## src/rtl/turbo_encoder_if.sv

```systemverilog
// Message-in / codeword-out handshake bundle for turbo_encoder.
`timescale 1ns/1ps
interface turbo_encoder_if;
  logic [15:0] data_i;
  logic        valid_i;
  logic        ready_o;
  logic [53:0] data_o;
  logic        valid_o;
  logic        ready_i;
  logic        busy_o;

  modport master (
    output data_i, valid_i, ready_i,
    input  ready_o, data_o, valid_o, busy_o
  );

  modport slave (
    input  data_i, valid_i, ready_i,
    output ready_o, data_o, valid_o, busy_o
  );
endinterface

```

## src/rtl/turbo_encoder.sv

```systemverilog
// Rate-1/3 turbo encoder: two memory-3 RSC encoders (fb 13, ff 15 octal), K=16,
// encoder 1 tail-terminated, encoder 2 fed through pi(i) = (A*i + B) mod 16.
`timescale 1ns/1ps
module turbo_encoder #(
  parameter int unsigned ILV_A = 5,
  parameter int unsigned ILV_B = 3
) (
  input logic            clk_p_i,
  input logic            reset_n_i,
  turbo_encoder_if.slave bus
);

  typedef enum logic [1:0] {IDLE, ENC, TAIL, OUT} state_e;

  localparam logic [3:0] ILV_A4 = ILV_A[3:0];
  localparam logic [3:0] ILV_B4 = ILV_B[3:0];

  state_e      state_q, state_d;
  logic [3:0]  cnt_q, cnt_d;
  logic [15:0] msg_q, msg_d;
  logic [15:0] z1_q, z1_d;
  logic [15:0] z2_q, z2_d;
  logic [2:0]  enc1_q, enc1_d;
  logic [2:0]  enc2_q, enc2_d;
  logic [2:0]  xt_q, xt_d;
  logic [2:0]  zt_q, zt_d;
  logic [53:0] data_q, data_d;

  logic [3:0]  pi_idx;
  logic        b1, b2, a1, a2, p1, p2;

  // Encoder state packing: [2]=s1, [1]=s2, [0]=s3.
  always_comb begin
    pi_idx = ILV_A4 * cnt_q + ILV_B4;
    b1     = msg_q[cnt_q];
    b2     = msg_q[pi_idx];
    a1     = b1 ^ enc1_q[1] ^ enc1_q[0];
    a2     = b2 ^ enc2_q[1] ^ enc2_q[0];
    p1     = a1 ^ enc1_q[2] ^ enc1_q[0];
    p2     = a2 ^ enc2_q[2] ^ enc2_q[0];
  end

  always_comb begin
    state_d = state_q;
    cnt_d   = cnt_q;
    msg_d   = msg_q;
    z1_d    = z1_q;
    z2_d    = z2_q;
    enc1_d  = enc1_q;
    enc2_d  = enc2_q;
    xt_d    = xt_q;
    zt_d    = zt_q;
    data_d  = data_q;
    unique case (state_q)
      IDLE: begin
        if (bus.valid_i) begin
          msg_d   = bus.data_i;
          enc1_d  = '0;
          enc2_d  = '0;
          cnt_d   = '0;
          state_d = ENC;
        end
      end
      ENC: begin
        // Parity shifts in at the MSB so bit i lands at index i after 16 steps.
        enc1_d = {a1, enc1_q[2:1]};
        enc2_d = {a2, enc2_q[2:1]};
        z1_d   = {p1, z1_q[15:1]};
        z2_d   = {p2, z2_q[15:1]};
        cnt_d  = cnt_q + 4'd1;
        if (cnt_q == 4'd15) begin
          cnt_d   = '0;
          state_d = TAIL;
        end
      end
      TAIL: begin
        // Tail input cancels the feedback, so a=0 and the register drains.
        xt_d   = {enc1_q[1] ^ enc1_q[0], xt_q[2:1]};
        zt_d   = {enc1_q[2] ^ enc1_q[0], zt_q[2:1]};
        enc1_d = {1'b0, enc1_q[2:1]};
        cnt_d  = cnt_q + 4'd1;
        if (cnt_q == 4'd2) begin
          data_d  = {zt_d, xt_d, z2_q, z1_q, msg_q};
          state_d = OUT;
        end
      end
      OUT: begin
        if (bus.ready_i) state_d = IDLE;
      end
      default: state_d = IDLE;
    endcase
  end

  always_ff @(posedge clk_p_i or negedge reset_n_i) begin
    if (!reset_n_i) begin
      state_q <= IDLE;
      cnt_q   <= '0;
      msg_q   <= '0;
      z1_q    <= '0;
      z2_q    <= '0;
      enc1_q  <= '0;
      enc2_q  <= '0;
      xt_q    <= '0;
      zt_q    <= '0;
      data_q  <= '0;
    end else begin
      state_q <= state_d;
      cnt_q   <= cnt_d;
      msg_q   <= msg_d;
      z1_q    <= z1_d;
      z2_q    <= z2_d;
      enc1_q  <= enc1_d;
      enc2_q  <= enc2_d;
      xt_q    <= xt_d;
      zt_q    <= zt_d;
      data_q  <= data_d;
    end
  end

  assign bus.ready_o = (state_q == IDLE);
  assign bus.valid_o = (state_q == OUT);
  assign bus.busy_o  = (state_q == ENC) || (state_q == TAIL);
  assign bus.data_o  = data_q;

endmodule

```

## src/flat_wrapper.sv

```systemverilog
// flat-port wrapper written by rule: the top's interface ports become plain ports
module turbo_encoder_flat 
#(
  parameter int unsigned ILV_A = 5,
  parameter int unsigned ILV_B = 3
)
  (clk_p_i, reset_n_i, bus_data_i, bus_valid_i, bus_ready_i, bus_ready_o, bus_data_o, bus_valid_o, bus_busy_o);
  turbo_encoder_if bus_i ();
  input logic clk_p_i;
  input logic reset_n_i;
  input wire logic [$bits(bus_i.data_i)-1:0] bus_data_i;
  input wire logic [$bits(bus_i.valid_i)-1:0] bus_valid_i;
  input wire logic [$bits(bus_i.ready_i)-1:0] bus_ready_i;
  output wire logic [$bits(bus_i.ready_o)-1:0] bus_ready_o;
  output wire logic [$bits(bus_i.data_o)-1:0] bus_data_o;
  output wire logic [$bits(bus_i.valid_o)-1:0] bus_valid_o;
  output wire logic [$bits(bus_i.busy_o)-1:0] bus_busy_o;
  assign bus_i.data_i = bus_data_i;
  assign bus_i.valid_i = bus_valid_i;
  assign bus_i.ready_i = bus_ready_i;
  assign bus_ready_o = bus_i.ready_o;
  assign bus_data_o = bus_i.data_o;
  assign bus_valid_o = bus_i.valid_o;
  assign bus_busy_o = bus_i.busy_o;
  turbo_encoder #(.ILV_A(ILV_A), .ILV_B(ILV_B)) u_core (.clk_p_i(clk_p_i), .reset_n_i(reset_n_i), .bus(bus_i));
endmodule
```

## config.mk

```make
export PLATFORM = sky130hd
export DESIGN_NAME = turbo_encoder_flat
export DESIGN_NICKNAME = d
export VERILOG_FILES = /design/src/rtl/turbo_encoder_if.sv /design/src/rtl/turbo_encoder.sv /design/src/flat_wrapper.sv
export SDC_FILE = /design/constraint.sdc
export NUM_CORES = 1
export LEC_CHECK = 0
export BUFFER_PORTS_ARGS = -buffer_cell sky130_fd_sc_hd__buf_2
export CAP_MARGIN = 20
export CORE_MARGIN = 10
export CORE_UTILIZATION = 45
export DETAILED_ROUTE_END_ITERATION = 10
export GPL_TIMING_DRIVEN = 0
export PLACE_DENSITY = 0.7
export SYNTH_ARGS = -nofsm -noshare
export SYNTH_HDL_FRONTEND = slang
export SYNTH_SLANG_ARGS = --single-unit
```

## constraint.sdc

```tcl
create_clock -name clk_p_i -period 2.9 [get_ports clk_p_i]
set_input_delay 0.435 -clock clk_p_i [delete_from_list [all_inputs] [get_ports clk_p_i]]
set_output_delay 0.435 -clock clk_p_i [all_outputs]
set_load 0.02 [all_outputs]
```

==> reports/summary.txt, run 1 <==
Yosys reg bits - 118
maximum VDD drop - 559.2 uV
mean routed wirelength per cell - 17.30 um
utilization after layout - 0.5690
Setup crit start kind - register
setup slack, reg-to-reg - 0.12 ns
DP HPWL - 7070 um
top cells by count, synth - dfrtp_1 (118), mux2_2 (102), nor2_1 (11)
Slew @ Worst Pin - 0.6326 ns
syn_area_per_cell - 14.92 um^2
Final Cell Area - 6222 um^2
total track usage - 0.1314
Final Cycle Share - 0.9573
Hold Vio Cnt, Final - 0
DR pass1 iterations - 4
clock buffer depth - 2
Main synth FF type - dfrtp_1
Worst Path Required - 3.21 ns
part of the power in the clock network - 0.246
RSZ-0062 raised after global routing - no
CTS tree - built
Fmax - 0.3602 GHz
Internal - 4.869 mW
Slew HR - 0.5783
Pwr per Cell Area - 1207 nW/um^2
DRC viols - 0
YS warnings - 0
first-pass GRT wire length - 17030 um
Worst-path clk slew - 0.05 ns
MaxCap Viol Count - 0
Vert. Die Dim - 126.2 um
Setup TNS Final - 0 ns
initial antenna violation count - 0
Combinational Power Share - 0.387
Routed Antenna Nets - 0
post-synthesis sequential area ratio - 0.5820
Num CTS Buffers - 17
Worst EP arrival - 3.08 ns
Final Slew Violations - 0
DR vias/cell - 5.095
Vias - 2996
post-layout min period - 2.776 ns
largest net degree at the start of global routing - 64
final RePlAce weighted congestion - 0.7781
DP Area - 5663 um^2
Initial Util - 0.4640
row count - 38
DR iter-0 viols - 155
ys async rst share - 1.000
Ant. Diodes - 0
Die Area - 15920 um^2
fillcell total - 916
area leader, netlist - dfrtp_1
Std-Cell Core Area - 10940 um^2
dominant cell by count in the synthesized netlist - dfrtp_1
clk_skew - 0.009350 ns
I/O pin count - 77
WS Path Type - reg -> reg
area growth from synthesis to layout - 22.64%
Seq pwr share - 0.367
status - finished, final reports clean
Critical Path Sink Type - register
Remaining Overflow, GRT - 0
H-tree depth - 4
worst-skew pair later-pin latency - 0.40 ns
Sw Ratio - 0.3515
critical path fanouts, max - 8
Hold Path Class - in -> reg
setup violators final - 0
final WL - 10180 um
Post-Syn Nets - 370
Cells after Synth - 340
Sink Count - 118
Root Buffer - clkbuf_16
Fin Hold WS - 0.2679 ns
Syn Std Cell Area - 5074 um^2
layout cell share with drive strength beyond 1 - 0.5022
Nets - 467
Tot Pwr - 7.508 mW
share of the synthesized area in the top cell type - 0.5820
IO buf count - 76
number of synthesized flops with an enable pin - 0
switching pwr - 2.639 mW
Die W - 126.2 um
vias in the first global route - 3322
static leakage - 3.028 nW
synth top area cells - dfrtp_1 (58%), mux2_2 (23%), mux4_1 (4.1%), ha_1 (2.2%), xnor2_1 (1.7%)
Synth cell types - 37
-- cell families after synthesis --
family          after synthesis  share of synthesized area
buf+inv                      27                    0.02343
compound gates               23                    0.03280
flops                       118                     0.5820
mux                         118                     0.2843
xor+xnor                     13                    0.02244
simple gates                 31                    0.02886
fa+ha+maj                    10                    0.02614
-- per-layer routing --
| metal | part of all wire | global-route usage | vias to the layer above |
|---|---|---|---|
| met5 | 0 | 0 | - |
| met2 | 0.46 | 0.2012 | 67 |
| met4 | 0.0068 | 0.04622 | 0 |
| met1 | 0.47 | 0.1639 | 1502 |
| li1 | - | - | 1420 |
| met3 | 0.059 | 0.05453 | 7 |
-- state kept, by name (all words and copies together), names as in the netlist, 3 cells and up --
register / cells
u_core.bus.data_o: 54
u_core.cnt_q: 4
u_core.enc1_q: 3
u_core.enc2_q: 3
u_core.msg_q: 16
u_core.z1_q: 16
u_core.z2_q: 16
-- metrics by stage --
| stage | cells | worst slack, ns |
|---|---|---|
| floorplan | 340 | 0.3579 |
| global placement | 556 | 0.02398 |
| detailed placement | 557 | 0.03515 |
| CTS | 588 | 0.004391 |
| global route | 588 | 0.01038 |
| finish | 588 | 0.1240 |
-- path summary, 6_finish.rpt --
| path | startpoint | endpoint | cells past startpoint |
|---|---|---|---|
| hold reg to reg | u_core.bus.data_o[22] | u_core.bus.data_o[22] | 1 |
| max in group asynchronous | reset_n_i | u_core.z1_q[14] | 3 |
| setup reg to reg | u_core.cnt_q[1] | u_core.z2_q[15] | 10 |
| setup / recovery | u_core.cnt_q[1] | u_core.z2_q[15] | 10 |
| min in group asynchronous | reset_n_i | u_core.bus.data_o[49] | 2 |
| hold / removal | bus_data_i[5] | u_core.msg_q[5] | 2 |
-- area by class of cell --
| class | instances | area (um^2) | share of cell area |
|---|---|---|---|
| clock inverter | 8 | 52.55 | 0.008446 |
| buffer | 20 | 92.59 | 0.01488 |
| sequential | 118 | 2953 | 0.4746 |
| clock buffer | 22 | 474.2 | 0.07621 |
| multi-input combinational | 195 | 2024 | 0.3254 |
| inverter | 7 | 26.28 | 0.004223 |
| timing repair buffer | 78 | 424.2 | 0.06817 |
| tap | 140 | 175.2 | 0.02815 |
-- worst max-delay path: stages, from the launching register on --
cell and delay, ns:
dfrtp_1 0.40, buf_2 0.19, inv_1 0.12, ha_1 0.15, inv_1 0.05, fa_2 0.58
mux4_2 0.35, mux2i_4 0.21, mux2i_1 0.23, o22ai_1 0.12, a221oi_2 0.28
-- power groups by stage --
stage	clock (mW)	combinational, mW	sequential [mW]
4_1_cts	1.90	2.83	2.76
3_3_place_gp	0	2.72	2.73
2_1_floorplan	0	1.80	2.94
6_report	1.85	2.90	2.75
5_1_grt	1.98	3.18	2.85
3_5_place_dp	0	2.81	2.77
-- placed cells by master, fill, tap and decap left out, types with 3 or more instances in the layout --
master and instances:
buf_1 6, clkbuf_16 17, nand2_1 7, mux2i_1 6, mux4_1 6, clkinv_2 4
buf_2 83, nor2_1 11, clkbuf_1 7, clkbuf_8 3, xnor2_1 10, inv_1 7
ha_1 9, nand2b_1 4, a21oi_1 6, o21ai_0 4, dfrtp_1 118, xor2_1 3
mux2_2 102
-- repair_timing --
action / in CTS / in global routing
setup buffers: 0 / 0
hold buffers: 1 / 0
endpoints found under the setup margin: 0 / 2
resized for setup: 0 / 7
endpoints found under the hold margin: 3 / 0
No activity file was read; power rests on OpenSTA's default activity.
==> run 2: changes to the inputs <==
Settings changed: CAP_MARGIN 20 to 5, CORE_MARGIN 10 to unset, HOLD_SLACK_MARGIN set to 0.08.
==> reports/summary.txt, run 2 (same netlist as run 1, synthesis figures left out) <==
initial antenna violation count - 0
Slew HR - 0.5874
DP Area - 5663 um^2
Ant. Diodes - 0
placed cell count - 557
met2 Use GR - 0.2730
Critical Path Sink Type - register
post-CTS setup buffer count - 0
Final Slew Violations - 0
Nets - 467
Pwr per Cell Area - 1238 nW/um^2
Num CTS Buffers - 17
Die Area - 11700 um^2
maximum VDD drop - 580.9 uV
post-layout min period - 2.750 ns
CP peak stage delay - 0.59 ns
Die W - 108.2 um
H-tree depth - 4
largest net degree at the start of global routing - 65
DRC viols - 0
utilization after layout - 0.5789
CP top delay family - multiplexers
Vias - 3060
vias in the first global route - 3227
met1 usage - 0.2503
Remaining Overflow, GRT - 0
final WL - 9562 um
fin cells - 590
Fmax - 0.3636 GHz
Worst Path Required - 3.20 ns
commonest cells after routing, fill and taps aside - dfrtp_1 (118), mux2_2 (102), buf_2 (83)
DR iter-0 viols - 112
gr busiest metal - met2
worst-skew pair later-pin latency - 0.41 ns
global routing usage on met3 - 0.05787
Hold Vio Cnt, Final - 0
CTS tree - built
Sink Count - 118
CP cell instances - buf_2 -> inv_2 -> ha_1 -> inv_1 -> fa_2 -> mux4_1 -> mux2i_4 -> mux2i_1 -> o22ai_1 -> a221oi_1
mean routed wirelength per cell - 16.21 um
layout cell share with drive strength beyond 1 - 0.5067
Final Cycle Share - 0.9484
Max stage delay cell, worst path - fa_2
Worst EP arrival - 3.05 ns
MaxCap Viol Count - 0
Routed Antenna Nets - 0
Root Buffer - clkbuf_16
Slew @ Worst Pin - 0.6189 ns
most common cell after layout, fill and taps aside - dfrtp_1
IO buf count - 76
WS Path Type - reg -> reg
total track usage - 0.1843
clock buffer depth - 2
clk_skew - 0.005052 ns
Initial Util - 0.4640
Final Cell Area - 6331 um^2
row count - 38
WP buf/inv - 3
area growth from synthesis to layout - 24.78%
status - finished, final reports clean
Vert. Die Dim - 108.2 um
final RePlAce weighted congestion - 0.7742
critical path fanouts, max - 8
Std-Cell Core Area - 10940 um^2
max reg flops - 54
DR pass1 iterations - 4
Hold Path Class - in -> reg
DP HPWL - 6420 um
Worst-path clk slew - 0.06 ns
first-pass GRT wire length - 16190 um
I/O pin count - 77
DR vias/cell - 5.186
Setup crit start kind - register
setup violators final - 0
static leakage - 3.084 nW
-- run 2: cell count changes in the layout (fill, tap and decap cells not counted), moves of 2 or more --
| cell | change |
|---|---|
| clkinv_4 | +3 |
| clkinv_2 | -3 |
| inv_6 | +2 |
| clkbuf_1 | -2 |
| bufinv_16 | +4 |
-- run 2: power by group --
group,internal (mW),switching [mW],total (mW),leakage [nW]
Clock,1.49,0.771,2.26,0.314
Sequential,2.30,0.447,2.75,1.51
Combinational,1.40,1.43,2.83,1.26
-- run 2: final cells by class --
cell class / instances / area, um^2
buffer: 20 / 92.59
clock buffer: 19 / 452.9
clock inverter: 13 / 193.9
fill: 899 / 4604
inverter: 7 / 26.28
multi-input combinational: 195 / 2013
sequential: 118 / 2953
tap: 140 / 175.2
timing repair buffer: 78 / 424.2
-- run 2: routing by layer --
metal	vias up	part of all wire	wire, um
li1	1418	-	-
met2	73	0.46	4444
met4	0	0.019	180
met3	18	0.039	376
met5	-	0	0
met1	1551	0.48	4560
-- run 2: through the flow --
stage | hold WS [ns] | power (mW) | setup TNS, ns | worst slack (ns)
floorplan | 0.1394 | 4.742 | 0 | 0.3579
global placement | 0.4844 | 5.414 | 0 | 0.03332
detailed placement | 0.4243 | 5.539 | 0 | 0.06357
CTS | 0.2463 | 7.847 | 0 | 0.04535
global route | 0.2500 | 8.330 | -0.02383 | -0.02383
finish | 0.2567 | 7.841 | 0 | 0.1495
-- run 2: repair_timing --
item | in CTS | in global routing
endpoints found under the hold margin | 54 | 0
endpoints found under the setup margin | 0 | 2
hold buffers | 1 | 0
gates resized for setup | 0 | 5
-- run 2: path summary, 6_finish.rpt --
check,startpoint,endpoint,slack [ns],cells past startpoint
setup / recovery,u_core.cnt_q[1],u_core.z2_q[15],0.15,10
max in group asynchronous,reset_n_i,u_core.z2_q[3],1.68,3
min in group asynchronous,reset_n_i,u_core.xt_q[2],0.54,2
setup reg to reg,u_core.cnt_q[1],u_core.z2_q[15],0.15,10
hold reg to reg,u_core.bus.data_o[38],u_core.bus.data_o[38],0.50,1
hold / removal,bus_data_i[7],u_core.msg_q[7],0.26,2
-- run 2: worst register-to-register path: stages (launching register included) --
cell and delay [ns]:
dfrtp_1 0.39, buf_2 0.19, inv_2 0.09, ha_1 0.14, inv_1 0.05, fa_2 0.59
mux4_1 0.35, mux2i_4 0.22, mux2i_1 0.23, o22ai_1 0.10, a221oi_1 0.30
==> run 3: changes to the inputs <==
Settings changed: ABC_AREA set to 1, BUFFER_PORTS_ARGS -buffer_cell sky130_fd_sc_hd__buf_2 to -buffer_cell sky130_fd_sc_hd__buf_4.
==> reports/summary.txt, run 3 <==
Final Slew Violations - 0
layout cell share with drive strength beyond 1 - 0.2281
DR vias/cell - 5.039
Slew @ Worst Pin - 0.5918 ns
I/O pin count - 77
number of synthesized flops with an enable pin - 0
Post-Syn Nets - 604
Final Cell Area - 6636 um^2
Nets - 701
fillcell total - 940
Main synth FF type - dfrtp_1
worst setup margin - 0.5779 ns
most common cell after layout, fill and taps aside - nand2_1
CTS tree - built
WS Path Type - reg -> reg
largest net degree at the start of global routing - 75
DP Area - 5932 um^2
Initial Util - 0.4697
setup violators final - 0
critical path fanouts, max - 8
static leakage - 3.319 nW
Worst-path clk slew - 0.06 ns
CP most frequent cell - nand3_1
register area - 2953 um^2
top cells by count, synth - nand2_1 (165), dfrtp_1 (118), o21ai_0 (71)
setup slack, reg-to-reg - 0.58 ns
Vias - 4152
MaxCap Viol Count - 0
DR pass1 iterations - 5
Setup crit start kind - register
Final Cycle Share - 0.8007
Max stage delay cell, worst path - fa_1
Yosys reg bits - 118
YS warnings - 0
dominant cell by count in the synthesized netlist - nand2_1
vias in the first global route - 4121
total track usage - 0.2214
hold_buf cts - 1
Slew HR - 0.6054
synth top area cells - dfrtp_1 (57%), nand2_1 (12%), o21ai_0 (6.9%), inv_1 (4.9%), nand3_1 (3.2%)
Synth cell types - 30
RSZ-0062 raised after global routing - no
post-CTS setup buffer count - 0
Die W - 109.1 um
DP HPWL - 8308 um
Critical Path Sink Type - register
status - finished, final reports clean
area growth from synthesis to layout - 28.64%
Hold Vio Cnt, Final - 0
Hold Path Class - in -> reg
placed cell count - 791
area leader, netlist - dfrtp_1
max reg flops - 54
row count - 38
final RePlAce weighted congestion - 0.8085
post-layout min period - 2.322 ns
clock buffer depth - 2
Worst EP arrival - 2.63 ns
post-synthesis sequential area ratio - 0.5724
syn_area_per_cell - 8.987 um^2
multi-input logic area - 1782 um^2
fin cells - 824
ys async rst share - 1.000
mean routed wirelength per cell - 14.41 um
final WL - 11880 um
Setup TNS Final - 0 ns
Root Buffer - clkbuf_16
Routed Antenna Nets - 0
clk_skew - 0.009469 ns
Pwr per Cell Area - 1227 nW/um^2
Sink Count - 118
commonest cells after routing, fill and taps aside - nand2_1 (165), dfrtp_1 (118), buf_4 (79)
initial antenna violation count - 0
post-CTS sizing - 0
first-pass GRT wire length - 19880 um
worst-skew pair later-pin latency - 0.42 ns
Die Area - 11900 um^2
pre-CTS setup slack - 0.6099 ns
Num CTS Buffers - 17
Syn Std Cell Area - 5159 um^2
Ant. Diodes - 0
Vert. Die Dim - 109.1 um
maximum VDD drop - 527.5 uV
CP cell instances - inv_2 -> ha_1 -> inv_1 -> fa_1 -> inv_1 -> nand3_1 -> nand3_2 -> nand3_1 -> nand3_1 -> nand3_1 -> nand2_1
Worst Path Required - 3.20 ns
H-tree depth - 4
CP peak stage delay - 0.59 ns
IO buf count - 76
Fmax - 0.4306 GHz
DRC viols - 0
Cells after Synth - 574
Std-Cell Core Area - 10980 um^2
DR iter-0 viols - 277
Remaining Overflow, GRT - 0
share of the synthesized area in the top cell type - 0.5724
run 3: cell families after synthesis:
family	after synthesis	share of synthesized area
flops	118	0.5724
simple gates	234	0.1923
mux	9	0.01965
fa+ha+maj	10	0.02571
compound gates	102	0.1026
buf+inv	98	0.08222
xor+xnor	3	0.005094
run 3: layout make-up:
class                      instances  area share
clock buffer                      19     0.06674
clock inverter                    13     0.03790
inverter                          74     0.04261
sequential                       118      0.4449
multi-input combinational        358      0.2685
buffer                            24     0.02130
timing repair buffer              78     0.09163
tap                              140     0.02640
run 3: metrics by stage:
stage               hold WS (ns)    util  power, mW
floorplan                 0.1394       -      4.602
global placement          0.4611  0.5376      5.525
detailed placement        0.4652  0.5401      5.668
CTS                       0.2427  0.6042      8.168
global route              0.2525  0.6042      8.653
finish                    0.2587  0.6042      8.144
run 3: worst paths after layout:
check	endpoint	from	cells past startpoint
worst max-delay path	u_core.z2_q[15]	u_core.cnt_q[1]	11
max in group asynchronous	u_core.bus.data_o[6]	reset_n_i	3
min in group asynchronous	u_core.bus.data_o[29]	reset_n_i	2
worst min-delay path	u_core.msg_q[4]	bus_data_i[4]	2
worst min register to register	u_core.bus.data_o[31]	u_core.bus.data_o[31]	2
worst max register to register	u_core.z2_q[15]	u_core.cnt_q[1]	11
run 3: report_power, final:
part	internal (mW)	total [mW]	leakage, nW	switching [mW]
sequential	2.24	2.65	1.56	0.413
clock	1.72	2.46	0.329	0.742
combinational	1.14	3.04	1.43	1.90
run 3: critical path, delay by kind of cell, from the launching register on:
kind                       cells  cell delay, ns
adders and majority gates      2            0.76
and+or+nand+nor                6            0.64
DFF                            1            0.48
buffers and inverters          3            0.33
run 3: metal layers:
metal	global-route usage	vias up	wire [um]
li1	-	2009	-
met2	0.3571	128	5699
met1	0.2826	1994	5336
met5	0	-	0
met4	0.09266	0	195
met3	0.05678	21	643
